===== config.mk =====
export PLATFORM = sky130hd
export DESIGN_NAME = mmio_uart_tx_flat
export DESIGN_NICKNAME = d
export VERILOG_FILES = /design/src/rtl/mmio_uart_tx_if.sv /design/src/rtl/mmio_uart_tx.sv /design/src/flat_wrapper.sv
export SDC_FILE = /design/constraint.sdc
export NUM_CORES = 1
export LEC_CHECK = 0
export ABC_CLOCK_PERIOD_IN_PS = 2200
export CAP_MARGIN = 10
export CORE_UTILIZATION = 46
export CTS_BUF_LIST = sky130_fd_sc_hd__clkbuf_16
export CTS_CLUSTER_DIAMETER = 80
export DETAILED_ROUTE_END_ITERATION = 7
export PLACE_DENSITY = 0.77
export SLEW_MARGIN = 20
export SYNTH_ARGS = -nofsm -noshare
export SYNTH_HDL_FRONTEND = slang
export SYNTH_SLANG_ARGS = --single-unit

===== constraint.sdc =====
create_clock -name clk -period 2.2 [get_ports clk]
set_input_delay 0.22 -clock clk [delete_from_list [all_inputs] [get_ports clk]]
set_output_delay 0.22 -clock clk [all_outputs]
set_load 0.01 [all_outputs]

===== src/rtl/mmio_uart_tx_if.sv =====
// ============================================================================
// Module  : mmio_uart_tx_if
// Brief   : Processor store/load bus seen by the MMIO UART transmitter.
// Revision: 1.0 - initial release
// ============================================================================
`default_nettype none

interface mmio_uart_tx_if;
    logic        memwrite;
    logic [31:0] dataadr;
    logic [31:0] writedata;
    logic [31:0] readdata;

    modport master (output memwrite, output dataadr, output writedata, input readdata);
    modport slave  (input memwrite, input dataadr, input writedata, output readdata);
endinterface

`default_nettype wire


===== src/rtl/mmio_uart_tx.sv =====
// ============================================================================
// Module  : mmio_uart_tx
// Brief   : MMIO byte FIFO drained by an 8N1 UART transmitter; optional even
//           parity bit when MMIO_UART_PARITY_EN is defined.
// Revision: 1.0 - initial release
// ============================================================================
`default_nettype none

module mmio_uart_tx #(
    parameter logic [31:0] TX_ADDR      = 32'hFFFF8053,
    parameter logic [31:0] STAT_ADDR    = 32'hFFFF8057,
    parameter int          CLKS_PER_BIT = 16,
    parameter int          FIFO_DEPTH   = 4
) (
    input  wire logic       clk,
    input  wire logic       reset,
    mmio_uart_tx_if.slave   bus,
    output logic            txd,
    output logic            tx_empty
);

    localparam int c_aw = $clog2(FIFO_DEPTH);
    localparam int c_tw = (CLKS_PER_BIT > 1) ? $clog2(CLKS_PER_BIT) : 1;
    localparam logic [c_tw-1:0] c_bit_last = c_tw'(CLKS_PER_BIT - 1);
    localparam logic [c_aw:0]   c_depth    = (c_aw + 1)'(FIFO_DEPTH);
`ifdef MMIO_UART_PARITY_EN
    localparam logic c_parity_flag = 1'b1;
`else
    localparam logic c_parity_flag = 1'b0;
`endif

    typedef enum logic [2:0] {
        ST_IDLE   = 3'd0,
        ST_START  = 3'd1,
        ST_DATA   = 3'd2,
        ST_PARITY = 3'd3,
        ST_STOP   = 3'd4
    } state_t;

    state_t            r_state;
    logic [c_tw-1:0]   r_timer;
    logic [2:0]        r_bit;
    logic [7:0]        r_shift;
    logic              r_txd;

    logic [7:0]        r_mem [FIFO_DEPTH];
    logic [c_aw-1:0]   r_wr_ptr;
    logic [c_aw-1:0]   r_rd_ptr;
    logic [c_aw:0]     r_count;
    logic              r_overflow;

    logic              w_full;
    logic              w_empty;
    logic              w_tick;
    logic              w_pop;
    logic              w_push_req;
    logic              w_push;
    logic              w_clr;
    logic [7:0]        w_head;
    logic [2:0]        w_next_bit;
    logic [31:0]       w_count_ext;
    logic [3:0]        w_count_sat;
    logic [31:0]       w_status;
    logic              w_unused;

    assign w_full      = (r_count == c_depth);
    assign w_empty     = (r_count == '0);
    assign w_tick      = (r_timer == c_bit_last);
    assign w_head      = r_mem[r_rd_ptr];
    assign w_next_bit  = r_bit + 3'd1;

    // Pop happens on leaving IDLE or at the very end of a stop bit.
    assign w_pop       = !w_empty && ((r_state == ST_IDLE) || ((r_state == ST_STOP) && w_tick));
    assign w_push_req  = bus.memwrite && (bus.dataadr == TX_ADDR);
    assign w_push      = w_push_req && (!w_full || w_pop);
    assign w_clr       = bus.memwrite && (bus.dataadr == STAT_ADDR);
    assign w_unused    = ^bus.writedata[31:8];

    always_ff @(posedge clk) begin
        if (w_push) begin
            r_mem[r_wr_ptr] <= bus.writedata[7:0];
        end
    end

    always_ff @(posedge clk or negedge reset) begin
        if (!reset) begin
            r_wr_ptr   <= '0;
            r_rd_ptr   <= '0;
            r_count    <= '0;
            r_overflow <= 1'b0;
        end else begin
            if (w_push) begin
                r_wr_ptr <= r_wr_ptr + 1'b1;
            end
            if (w_pop) begin
                r_rd_ptr <= r_rd_ptr + 1'b1;
            end
            case ({w_push, w_pop})
                2'b10:   r_count <= r_count + 1'b1;
                2'b01:   r_count <= r_count - 1'b1;
                default: r_count <= r_count;
            endcase
            if (w_push_req && !w_push) begin
                r_overflow <= 1'b1;
            end else if (w_clr) begin
                r_overflow <= 1'b0;
            end
        end
    end

    always_ff @(posedge clk or negedge reset) begin
        if (!reset) begin
            r_state <= ST_IDLE;
            r_timer <= '0;
            r_bit   <= '0;
            r_shift <= '0;
            r_txd   <= 1'b1;
        end else begin
            case (r_state)
                ST_IDLE: begin
                    r_timer <= '0;
                    r_bit   <= '0;
                    r_txd   <= 1'b1;
                    if (w_pop) begin
                        r_shift <= w_head;
                        r_state <= ST_START;
                        r_txd   <= 1'b0;
                    end
                end
                ST_START: begin
                    if (w_tick) begin
                        r_timer <= '0;
                        r_bit   <= '0;
                        r_state <= ST_DATA;
                        r_txd   <= r_shift[0];
                    end else begin
                        r_timer <= r_timer + 1'b1;
                    end
                end
                ST_DATA: begin
                    if (w_tick) begin
                        r_timer <= '0;
                        if (r_bit == 3'd7) begin
`ifdef MMIO_UART_PARITY_EN
                            r_state <= ST_PARITY;
                            r_txd   <= ^r_shift;
`else
                            r_state <= ST_STOP;
                            r_txd   <= 1'b1;
`endif
                        end else begin
                            r_bit <= w_next_bit;
                            r_txd <= r_shift[w_next_bit];
                        end
                    end else begin
                        r_timer <= r_timer + 1'b1;
                    end
                end
                ST_PARITY: begin
                    if (w_tick) begin
                        r_timer <= '0;
                        r_state <= ST_STOP;
                        r_txd   <= 1'b1;
                    end else begin
                        r_timer <= r_timer + 1'b1;
                    end
                end
                ST_STOP: begin
                    if (w_tick) begin
                        r_timer <= '0;
                        if (w_pop) begin
                            r_shift <= w_head;
                            r_state <= ST_START;
                            r_txd   <= 1'b0;
                        end else begin
                            r_state <= ST_IDLE;
                            r_txd   <= 1'b1;
                        end
                    end else begin
                        r_timer <= r_timer + 1'b1;
                    end
                end
                default: begin
                    r_state <= ST_IDLE;
                    r_timer <= '0;
                    r_txd   <= 1'b1;
                end
            endcase
        end
    end

    assign w_count_ext = 32'(r_count);
    assign w_count_sat = (w_count_ext > 32'd15) ? 4'd15 : w_count_ext[3:0];
    assign w_status    = {23'd0, c_parity_flag, w_count_sat, r_overflow,
                          (r_state != ST_IDLE), w_empty, w_full};

    assign bus.readdata = (bus.dataadr == STAT_ADDR) ? w_status : 32'd0;
    assign txd          = r_txd;
    assign tx_empty     = w_empty && (r_state == ST_IDLE);

endmodule

`default_nettype wire


===== src/flat_wrapper.sv =====
// flat-port wrapper written by rule: the top's interface ports become plain ports
module mmio_uart_tx_flat 
#(
    parameter logic [31:0] TX_ADDR      = 32'hFFFF8053,
    parameter logic [31:0] STAT_ADDR    = 32'hFFFF8057,
    parameter int          CLKS_PER_BIT = 16,
    parameter int          FIFO_DEPTH   = 4
)
  (clk, reset, txd, tx_empty, bus_memwrite, bus_dataadr, bus_writedata, bus_readdata);
  mmio_uart_tx_if bus_i ();
  input  wire logic clk;
  input  wire logic reset;
  output logic txd;
  output logic tx_empty;
  input wire logic [$bits(bus_i.memwrite)-1:0] bus_memwrite;
  input wire logic [$bits(bus_i.dataadr)-1:0] bus_dataadr;
  input wire logic [$bits(bus_i.writedata)-1:0] bus_writedata;
  output wire logic [$bits(bus_i.readdata)-1:0] bus_readdata;
  assign bus_i.memwrite = bus_memwrite;
  assign bus_i.dataadr = bus_dataadr;
  assign bus_i.writedata = bus_writedata;
  assign bus_readdata = bus_i.readdata;
  mmio_uart_tx #(.TX_ADDR(TX_ADDR), .STAT_ADDR(STAT_ADDR), .CLKS_PER_BIT(CLKS_PER_BIT), .FIFO_DEPTH(FIFO_DEPTH)) u_core (.clk(clk), .reset(reset), .bus(bus_i), .txd(txd), .tx_empty(tx_empty));
endmodule

==> results of run 1 <==
==> per-stage QoR <==
step / total power, mW / cell area [µm²] / setup TNS [ns] / hold WS, ns
finish: 2.88 / 3930 / 0 / 0.262
global route: 2.98 / 3930 / -0.139 / 0.311
CTS: 2.91 / 3920 / 0 / 0.270
detailed placement: 1.50 / 3610 / -7.83 / 0.460
global placement: 1.49 / 3610 / -8.37 / 0.454
floorplan: 1.42 / 3070 / 0 / -0.0756
==> flip-flops by register name, summed over array words and instances (netlist names) <==
name,count
u_core.r_count,3
u_core.r_shift,8
u_core.txd,1
u_core.r_timer,4
u_core.r_wr_ptr,2
u_core.r_state,3
u_core.r_overflow,1
u_core.r_rd_ptr,2
u_core.r_bit,3
u_core.r_mem,32
==> how the worst max path moves through the flow <==
stage / depth (start not counted) / slack [ns] / end / startpoint
after global routing: 9 / -0.009 / u_core.r_mem[2][3] / bus_dataadr[6]
final: 9 / 0.11 / u_core.r_mem[3][3] / bus_dataadr[13]
after detailed placement: 7 / -0.24 / bus_readdata[2] / bus_dataadr[8]
after floorplan: 9 / 0.26 / u_core.r_count[2] / u_core.r_count[1]
after global placement: 7 / -0.26 / bus_readdata[2] / bus_dataadr[8]
after CTS: 7 / 0.09 / bus_readdata[2] / bus_dataadr[13]
==> cells in the final DEF (no fill, tap or decap), drive strengths merged, types with 9 or more instances in the layout <==
cell type	n
mux4	10
clkdlybuf4s50	43
mux2	9
clkbuf	9
conb	25
nand2	11
nor2	13
edfxtp	32
dfrtp	26
buf	16
==> layer usage <==
metal,share of wire,wire (µm),vias up
met2,0.50,2680,50
met1,0.43,2330,897
met5,0,0,-
met3,0.043,233,13
met4,0.024,131,0
li1,-,-,883
==> timing repair <==
item                       in CTS  in global routing
pin swaps                       2                  1
buffers inserted                2                  0
setup endpoints to repair       8                 35
resized for setup               9                  4
==> cell type report <==
| type | instances | area [µm²] |
|---|---|---|
| Sequential cell | 59 | 1640 |
| Inverter | 3 | 11.3 |
| Tap cell | 75 | 93.8 |
| Clock inverter | 7 | 77.6 |
| Fill cell | 467 | 2160 |
| Timing Repair Buffer | 67 | 673 |
| Clock buffer | 9 | 225 |
| Multi-Input combinational cell | 144 | 1210 |
==> synthesized netlist by cell type (2+ instances only) <==
master	n	area, µm²
edfxtp_1	32	961
nand3_2	2	20.0
nand4_2	2	25.0
and2_1	6	37.5
buf_2	2	10.0
nand2b_1	2	12.5
mux2i_1	2	20.0
xor2_1	5	43.8
nor2_1	12	45.0
nand2_1	11	41.3
buf_4	25	188
clkbuf_1	2	7.51
mux4_2	10	225
inv_1	3	11.3
nor4bb_1	2	20.0
a21oi_1	6	30.0
xnor2_1	3	26.3
dfrtp_1	26	651
buf_1	2	7.51
nand3_1	4	20.0
o32ai_1	2	17.5
mux2_2	9	101
ha_1	7	87.6
and3_2	5	37.5
o21ai_0	6	30.0
==> kinds of logic (layout without fill, tap and decap cells) <==
family | count (synthesis) | count (layout) | synth area share
AO/OA/AOI/OAI | 21 | 21 | 0.0508
buffers and inverters | 35 | 86 | 0.0789
XOR/XNOR | 8 | 8 | 0.0235
other | 1 | 25 | 0.00126
adder cells (fa/ha/maj) | 8 | 8 | 0.0361
AND/OR/NAND/NOR | 61 | 61 | 0.144
multiplexers | 21 | 21 | 0.116
flip-flops | 59 | 59 | 0.549
==> power groups by stage <==
stage | registers, mW | clock network [mW] | logic (mW)
after CTS | 1.27 | 1.42 | 0.221
after global routing | 1.28 | 1.46 | 0.244
final | 1.27 | 1.39 | 0.220
after floorplan | 1.27 | 0 | 0.144
after global placement | 1.28 | 0 | 0.209
after detailed placement | 1.29 | 0 | 0.217
==> results.py, run 1 <==
metrics = {
    "placement": {
        "dp.cells": 346,
        "dp_slack_ns": -0.237,
        "dp_hpwl_um": 3900,
        "gp_routability_congestion": 0.741,
        "portBuffers": 51,
    },
    "setup_path": {
        "start_kind": "input port",
        "cp_num_buf_inv": 4,
        "r2r_slack_ns": 0.19,
        "rr_worst_depth": 7,
        "crit_type": "input port to flip-flop",
        "critPathMaxFanout": 8,
        "cp_top_family": "simple AND/OR/NAND/NOR gates",
        "r2r_end": "u_core.r_mem[3][3]",
        "slowest_stage": "clkdlybuf4s50_1",
        "cp.required_ns": 2.25,
        "arrival_ns": 2.13,
        "cpMostUsedCell": "buf_4",
        "worst_setup_path_end_kind": "flip-flop",
        "regToRegStartpoint": "u_core.r_timer[0]",
        "cp_slowest_stage_delay_ns": 0.42,
        "crit_chain": "clkdlybuf4s50_1 > nor4b_2 > and4_1 > buf_4 > nand3_2 > buf_4 > nor3_4 > and2_1 > buf_12",
    },
    "grt": {
        "gr-usage-met3": 0.0626,
        "grt_max_degree": 28,
        "grt_busiest_layer": "met2",
        "grtUsageMet2": 0.309,
        "track_usage": 0.189,
        "grt_pass1_vias": 1885,
        "grt_pass1_wl_um": 9000,
        "antenna_found_initial": 0,
        "use_met1": 0.221,
        "grt-ovfl-total": 0,
    },
    "routing": {
        "wl_um": 5380,
        "vias_per_cell": 5.06,
        "dr.pass1.iters": 4,
        "postRouteAntennaNets": 0,
        "drc": 0,
        "via_count": 1843,
        "drtIter0Drc": 95,
        "wire_per_inst_um": 14.8,
    },
    "power": {
        "vdd_drop_max_mv": 0.554,
        "powerDensity_nw_per_um2": 731,
        "power.internal_mw": 2.26,
        "clkPwrFrac": 0.483,
        "total_leakage_power_nw": 1.65,
        "power_frac_seq": 0.441,
        "power.share.combinational": 0.076,
        "p_sw_frac": 0.215,
        "switching_power_mw": 0.619,
    },
    "yosys": {
        "synth_edf_count": 32,
        "synthArstFlopShare": 0.458,
        "synth_flop_cell": "edfxtp_1",
        "avgSynthCellArea_um2": 13.9,
        "synth-seq-cells": 59,
        "yosysWarnings": 0,
        "synth_area_um2": 2980,
        "synth_cell_types": 51,
        "ys_seq_area_frac": 0.549,
        "postSynthCellCount": 214,
    },
    "cts": {
        "htreeDepth": 3,
        "cts_sinks": 59,
        "clk_path_buf_depth": 2,
        "clk_pin_slew_ns": 0.05,
        "cts_tree": "done",
        "cts_hold_repair.buffers": 0,
        "clockRootBuffer": "clkbuf_16",
        "clk_latency_ns": 0.33,
        "cts_buffers": 9,
    },
    "final_layout": {
        "layout.nets": 359,
        "fin_cells": 364,
        "fin_util": 0.645,
        "areaGrowthSynthToFinish_pct": 31.9,
        "diodes": 0,
        "drive_gt1_frac": 0.263,
    },
    "floorplan": {
        "dieHeight_um": 82.5,
        "core_um2": 6100,
        "num_io_pins": 101,
        "fp.dieW_um": 82.5,
        "rows": 28,
        "start_util": 0.489,
        "dieArea_um2": 6810,
    },
    "sta": {
        "fin_crit_sh": 0.948,
        "finalHoldViolCount": 0,
        "slew_viol_final": 0,
        "relSlewSlack": 0.647,
        "setup-violations-final": 0,
        "min_period_ns": 2.09,
        "setup_slack_ns": 0.114,
        "skew_ns": 0.00439,
        "worst_pin_slew_ns": 0.530,
        "clock.fmax_ghz": 0.479,
        "grt_setup_unrepaired": "yes",
    },
    "outcome": {
        "status": "finished, final reports clean",
    },
    "run": {
        "drv_cap": 0,
    },
    "hold_path": {
        "hold_path_class": "input port to async pin",
    },
}
Note: power is estimated with default switching activity, not from simulation.
==> run 2: changes to the inputs <==
--- a/config.mk
+++ b/config.mk
@@ -5,9 +5,10 @@
 export SDC_FILE = /design/constraint.sdc
 export NUM_CORES = 1
 export LEC_CHECK = 0
+export ABC_AREA = 1
 export ABC_CLOCK_PERIOD_IN_PS = 2200
 export CAP_MARGIN = 10
-export CORE_UTILIZATION = 46
+export CORE_UTILIZATION = 47
 export CTS_BUF_LIST = sky130_fd_sc_hd__clkbuf_16
 export CTS_CLUSTER_DIAMETER = 80
 export DETAILED_ROUTE_END_ITERATION = 7
==> run 2 against run 1 <==
  * Largest power group unchanged
  * Highest routed layer unchanged
  * Register-to-register slack improved by 0.07 ns
  * Critical endpoint is now bus_readdata[6]
  * Power fell by 5.2%
  * Synthesized area grew 8.4%
  * Synthesized cell count is 74% higher
  * The flow now finishes with violations (DRC)
==> results.py, run 2 <==
metrics = {
    "cts": {
        "clk_pin_slew_ns": 0.05,
        "cts_tree": "done",
        "cts_hold_repair.buffers": 0,
        "cts_sinks": 59,
        "clk_latency_ns": 0.33,
        "clk_path_buf_depth": 2,
        "cts_buffers": 9,
        "htreeDepth": 3,
        "clockRootBuffer": "clkbuf_16",
    },
    "floorplan": {
        "rows": 29,
        "start_util": 0.498,
        "core_um2": 6490,
        "dieArea_um2": 7220,
        "num_io_pins": 101,
        "fp.dieW_um": 85.0,
        "dieHeight_um": 85.0,
    },
    "setup_path": {
        "cp-startpoint": "bus_dataadr[1]",
        "arrival_ns": 1.91,
        "start_kind": "input port",
        "cp_slowest_stage_delay_ns": 0.55,
        "r2r_slack_ns": 0.26,
        "crit_chain": "clkdlybuf4s50_1 > nand2_1 > nor2_1 > nand2_1 > nor2_4 > nand3_4 > nor2_1 > clkdlybuf4s50_1",
        "worst_setup_path_end_kind": "primary output",
        "regToRegStartpoint": "u_core.r_timer[0]",
        "critPathMaxFanout": 8,
        "slowest_stage": "clkdlybuf4s50_1",
        "crit_type": "input port to primary output",
        "cp.required_ns": 1.98,
    },
    "sta": {
        "relSlewSlack": 0.650,
        "skew_ns": 0.00519,
        "clock.fmax_ghz": 0.470,
        "grt_setup_unrepaired": "no",
        "min_period_ns": 2.13,
        "worst_pin_slew_ns": 0.525,
        "setup_tns_ns": 0,
        "worst_hold_slack_ns": 0.272,
        "finalHoldViolCount": 0,
        "setup-violations-final": 0,
        "fin_crit_sh": 0.968,
        "slew_viol_final": 0,
    },
    "power": {
        "fin_total_pwr_mw": 2.73,
        "powerDensity_nw_per_um2": 654,
        "vdd_drop_max_mv": 0.716,
        "total_leakage_power_nw": 1.93,
    },
    "final_layout": {
        "final_common_cell": "nand2_1",
        "layout.nets": 517,
        "nFillCells": 541,
        "areaGrowthSynthToFinish_pct": 29.0,
        "max_flop_register": "u_core.r_mem",
        "drive_gt1_frac": 0.143,
        "largest_reg_flops": 32,
        "top_regs": "u_core.r_mem (32), u_core.r_shift (8), u_core.r_timer (4)",
        "final_cell_mix": "nand2_1, nor2_1, clkdlybuf4s50_1",
        "diodes": 0,
        "fin_util": 0.642,
    },
    "grt": {
        "track_usage": 0.191,
        "grt_max_degree": 28,
        "grt-ovfl-total": 0,
        "antenna_found_initial": 0,
        "grt_pass1_vias": 2405,
        "grt_pass1_wl_um": 10700,
    },
    "yosys": {
        "synth-seq-cells": 59,
        "synth.largest_area_cell": "edfxtp_1",
        "synth_common_cells": "nand2_1, nor2_1, inv_1",
        "postSynthCellCount": 372,
        "synth_area_leaders": "edfxtp_1, dfrtp_1, nand2_1, nor2_1, buf_4",
        "synth_top_area_share": 0.297,
        "yosysMostFrequentCell": "nand2_1",
        "avgSynthCellArea_um2": 8.69,
        "synth_area_um2": 3230,
        "synth_edf_count": 32,
        "yosysWarnings": 0,
        "synth_flop_cell": "edfxtp_1",
        "synthArstFlopShare": 0.458,
        "ys_seq_area_frac": 0.506,
        "synth_cell_types": 36,
    },
    "routing": {
        "met3_length_um": 240,
        "dr.pass1.iters": 7,
        "vias_per_cell": 4.76,
        "drtIter0Drc": 106,
        "wl_met2_um": 3160,
        "met1_length_um": 2720,
        "postRouteAntennaNets": 0,
        "via_count": 2494,
        "wl_um": 6180,
        "drc": 10,
        "wire_per_inst_um": 11.8,
        "routed.top_layer": "met4",
    },
    "run": {
        "drv_cap": 0,
    },
    "hold_path": {
        "hold_path_class": "input port to async pin",
    },
    "placement": {
        "dp_hpwl_um": 4550,
        "gp_routability_congestion": 0.814,
        "portBuffers": 51,
    },
    "outcome": {
        "status": "finished with violations",
        "violations": "DRC",
    },
}
run 2: kinds of logic (layout without fill, tap and decap cells):
logic type	after synthesis	after routing	share of synthesized area
AOI/OAI and AO/OA	40	40	0.0774
xor gates and xnor gates	4	4	0.0108
adders and majority gates	8	8	0.0333
buffers and inverters	83	134	0.128
DFF	59	59	0.506
other	1	25	0.00116
and+or+nand+nor	177	177	0.243
run 2: metal layers:
layer / vias up / GRT usage
met1: 1141 / 0.231
met2: 62 / 0.330
met4: 0 / 0.0647
met5: - / 0
met3: 8 / 0.0525
li1: 1283 / -
run 2: critical path, delay by kind of cell:
kind,cells,cell delay [ns]
and+or+nand+nor,6,0.65
buffers and inverters,2,1.03
run 2: metrics by stage:
step | instances | setup slack (ns) | instance area [µm²]
6_report | 524 | 0.0707 | 4170
5_1_grt | 524 | 0.000356 | 4170
4_1_cts | 522 | 0.0101 | 4140
3_5_place_dp | 506 | -0.194 | 3810
3_3_place_gp | 506 | -0.115 | 3810
2_1_floorplan | 396 | 0.312 | 3320
run 2: repair_timing:
item	in CTS	in global routing
setup buffers	0	2
pin swaps	0	1
endpoints found under the setup margin	7	7
hold endpoints to repair	0	0
gates resized for setup	4	6
run 2: cell type report:
| cell class | count | area [µm²] | area share |
|---|---|---|---|
| multi-input combinational | 254 | 1290 | 0.310 |
| clock buffer | 9 | 225 | 0.0540 |
| sequential | 59 | 1640 | 0.393 |
| timing repair buffer | 67 | 642 | 0.154 |
| inverter | 51 | 194 | 0.0465 |
| clock inverter | 7 | 83.8 | 0.0201 |
| tap | 77 | 96.3 | 0.0231 |
run 2: path summary, 6_finish.rpt:
| path | depth (start not counted) | end |
|---|---|---|
| min | 2 | u_core.r_timer[2] |
| min reg2reg | 1 | u_core.r_timer[0] |
| max in group asynchronous | 2 | u_core.txd |
| max reg2reg | 12 | u_core.r_count[2] |
| min in group clk | 1 | u_core.r_timer[0] |
| max | 8 | bus_readdata[6] |
run 2: where the power goes:
part	internal (mW)	switching, mW	leakage [nW]	total, mW
clock network	0.894	0.523	0.149	1.42
logic	0.0791	0.0638	1.17	0.143
registers	1.17	0.0000000123	0.617	1.17
total	2.14	0.586	1.93	2.73
==> run 3: changes to the inputs <==
--- a/config.mk
+++ b/config.mk
@@ -9,7 +9,6 @@
 export ABC_CLOCK_PERIOD_IN_PS = 2200
 export CAP_MARGIN = 10
 export CORE_UTILIZATION = 47
-export CTS_BUF_LIST = sky130_fd_sc_hd__clkbuf_16
 export CTS_CLUSTER_DIAMETER = 80
 export DETAILED_ROUTE_END_ITERATION = 7
 export PLACE_DENSITY = 0.77
==> run 3 against run 2 <==
  * Highest routed layer unchanged
  * Count of clock-buffer cells in the layout unchanged
  * The flow still finishes with violations (DRC)
  * Critical endpoint is now tx_empty
  * Power down 15%
  * Die area unchanged
  * Sequential share of layout area is 0.95 points higher
==> results.py, run 3 (synthesis gave the netlist of run 2 again) <==
metrics = {
    "power": {
        "power_frac_seq": 0.500,
        "clkPwrFrac": 0.438,
        "power.internal_mw": 1.79,
        "switching_power_mw": 0.543,
        "total_leakage_power_nw": 1.90,
        "p_sw_frac": 0.233,
        "powerDensity_nw_per_um2": 572,
        "power.share.combinational": 0.061,
        "vdd_drop_max_mv": 0.575,
    },
    "sta": {
        "fin_crit_sh": 0.948,
        "setup_tns_ns": 0,
        "worst_pin_slew_ns": 0.515,
        "worst_hold_slack_ns": 0.255,
        "skew_ns": 0.00841,
        "min_period_ns": 2.09,
        "setup-violations-final": 0,
        "finalHoldViolCount": 0,
        "relSlewSlack": 0.657,
        "grt_setup_unrepaired": "no",
        "slew_viol_final": 0,
        "clock.fmax_ghz": 0.479,
    },
    "cts": {
        "cts_buffers": 9,
        "clockRootBuffer": "clkbuf_8",
        "htreeDepth": 3,
        "clk_pin_slew_ns": 0.07,
        "clk_path_buf_depth": 2,
        "clk_latency_ns": 0.34,
        "cts_tree": "done",
        "cts_sinks": 59,
        "cts_hold_repair.buffers": 0,
    },
    "routing": {
        "postRouteAntennaNets": 0,
        "vias_per_cell": 4.75,
        "via_count": 2488,
        "drc": 10,
        "wl_um": 6110,
        "drtIter0Drc": 115,
        "dr.pass1.iters": 7,
        "wire_per_inst_um": 11.7,
    },
    "placement": {
        "dp.cells": 506,
        "dp_hpwl_um": 4550,
        "portBuffers": 51,
        "gp_routability_congestion": 0.814,
    },
    "floorplan": {
        "dieArea_um2": 7220,
        "core_um2": 6490,
        "start_util": 0.498,
        "dieHeight_um": 85.0,
        "num_io_pins": 101,
        "fp.dieW_um": 85.0,
        "rows": 29,
    },
    "final_layout": {
        "top_regs": "u_core.r_mem (32), u_core.r_shift (8), u_core.r_timer (4)",
        "diodes": 0,
        "layout.nets": 517,
        "fin_cells": 524,
        "largest_reg_flops": 32,
        "nFillCells": 551,
        "areaGrowthSynthToFinish_pct": 26.0,
        "final_cell_mix": "nand2_1, nor2_1, clkdlybuf4s50_1",
        "max_flop_register": "u_core.r_mem",
        "drive_gt1_frac": 0.143,
        "final_common_cell": "nand2_1",
    },
    "setup_path": {
        "cp.required_ns": 1.98,
        "worst_setup_path_end_kind": "primary output",
        "start_kind": "flip-flop",
        "crit_type": "flip-flop to primary output",
        "critPathMaxFanout": 3,
        "arrival_ns": 1.87,
    },
    "hold_path": {
        "hold_path_class": "input port to async pin",
    },
    "grt": {
        "track_usage": 0.192,
        "grt_pass1_wl_um": 10600,
        "grt_pass1_vias": 2443,
        "grt_max_degree": 28,
        "antenna_found_initial": 0,
        "grt-ovfl-total": 0,
    },
    "run": {
        "drv_cap": 0,
    },
    "outcome": {
        "status": "finished with violations",
        "violations": "DRC",
    },
}
run 3: cell type report:
class	instances	area, µm²	area share
Multi-Input combinational cell	254	1290	0.318
Clock buffer	9	124	0.0304
Tap cell	77	96.3	0.0236
Sequential cell	59	1640	0.402
Inverter	51	194	0.0476
Clock inverter	7	83.8	0.0206
Timing Repair Buffer	67	644	0.158
run 3: worst paths after layout:
path	startpoint	to	slack, ns	depth (start not counted)
worst max-delay path	u_core.r_count[1]	tx_empty	0.11	6
worst min-delay path	reset	u_core.r_timer[2]	0.26	2
worst max register to register	u_core.r_timer[0]	u_core.r_count[2]	0.26	12
worst min register to register	u_core.r_timer[0]	u_core.r_timer[0]	0.48	1
max in group asynchronous	reset	u_core.txd	1.64	2
min in group clk	u_core.r_timer[0]	u_core.r_timer[0]	0.48	1
run 3: critical path: stages (launching register included):
cell and delay, ns:
dfrtp_1 0.42, nor2_2 0.13, inv_2 0.06, nor2_4 0.15
inv_2 0.06, nor3_2 0.13, clkdlybuf4s50_1 0.56
run 3: timing repair:
item | in CTS | in global routing
endpoints found under the setup margin | 7 | 7
pin swaps | 0 | 1
cloned | 0 | 0
resized for setup | 4 | 7
setup buffers | 0 | 2
run 3: routing by layer:
layer,wire [µm],global-route usage
met1,2630,0.230
met2,3140,0.321
met3,269,0.0652
met4,72,0.0693
met5,0,0
run 3: through the flow:
stage / utilization / total power, mW / setup slack, ns / cell area, µm²
after floorplan: - / 1.26 / 0.312 / 3320
after global placement: 0.587 / 1.33 / -0.115 / 3810
after detailed placement: 0.587 / 1.33 / -0.194 / 3810
after CTS: 0.622 / 2.35 / 0.0140 / 4040
after global routing: 0.627 / 2.43 / 0.00828 / 4070
final: 0.627 / 2.33 / 0.114 / 4070
run 3: power groups by stage:
stage	combinational, mW	clock [mW]	sequential (mW)
after global routing	0.160	1.10	1.17
after floorplan	0.0729	0	1.19
final	0.143	1.02	1.17
after global placement	0.140	0	1.19
after detailed placement	0.143	0	1.19
after CTS	0.144	1.04	1.17
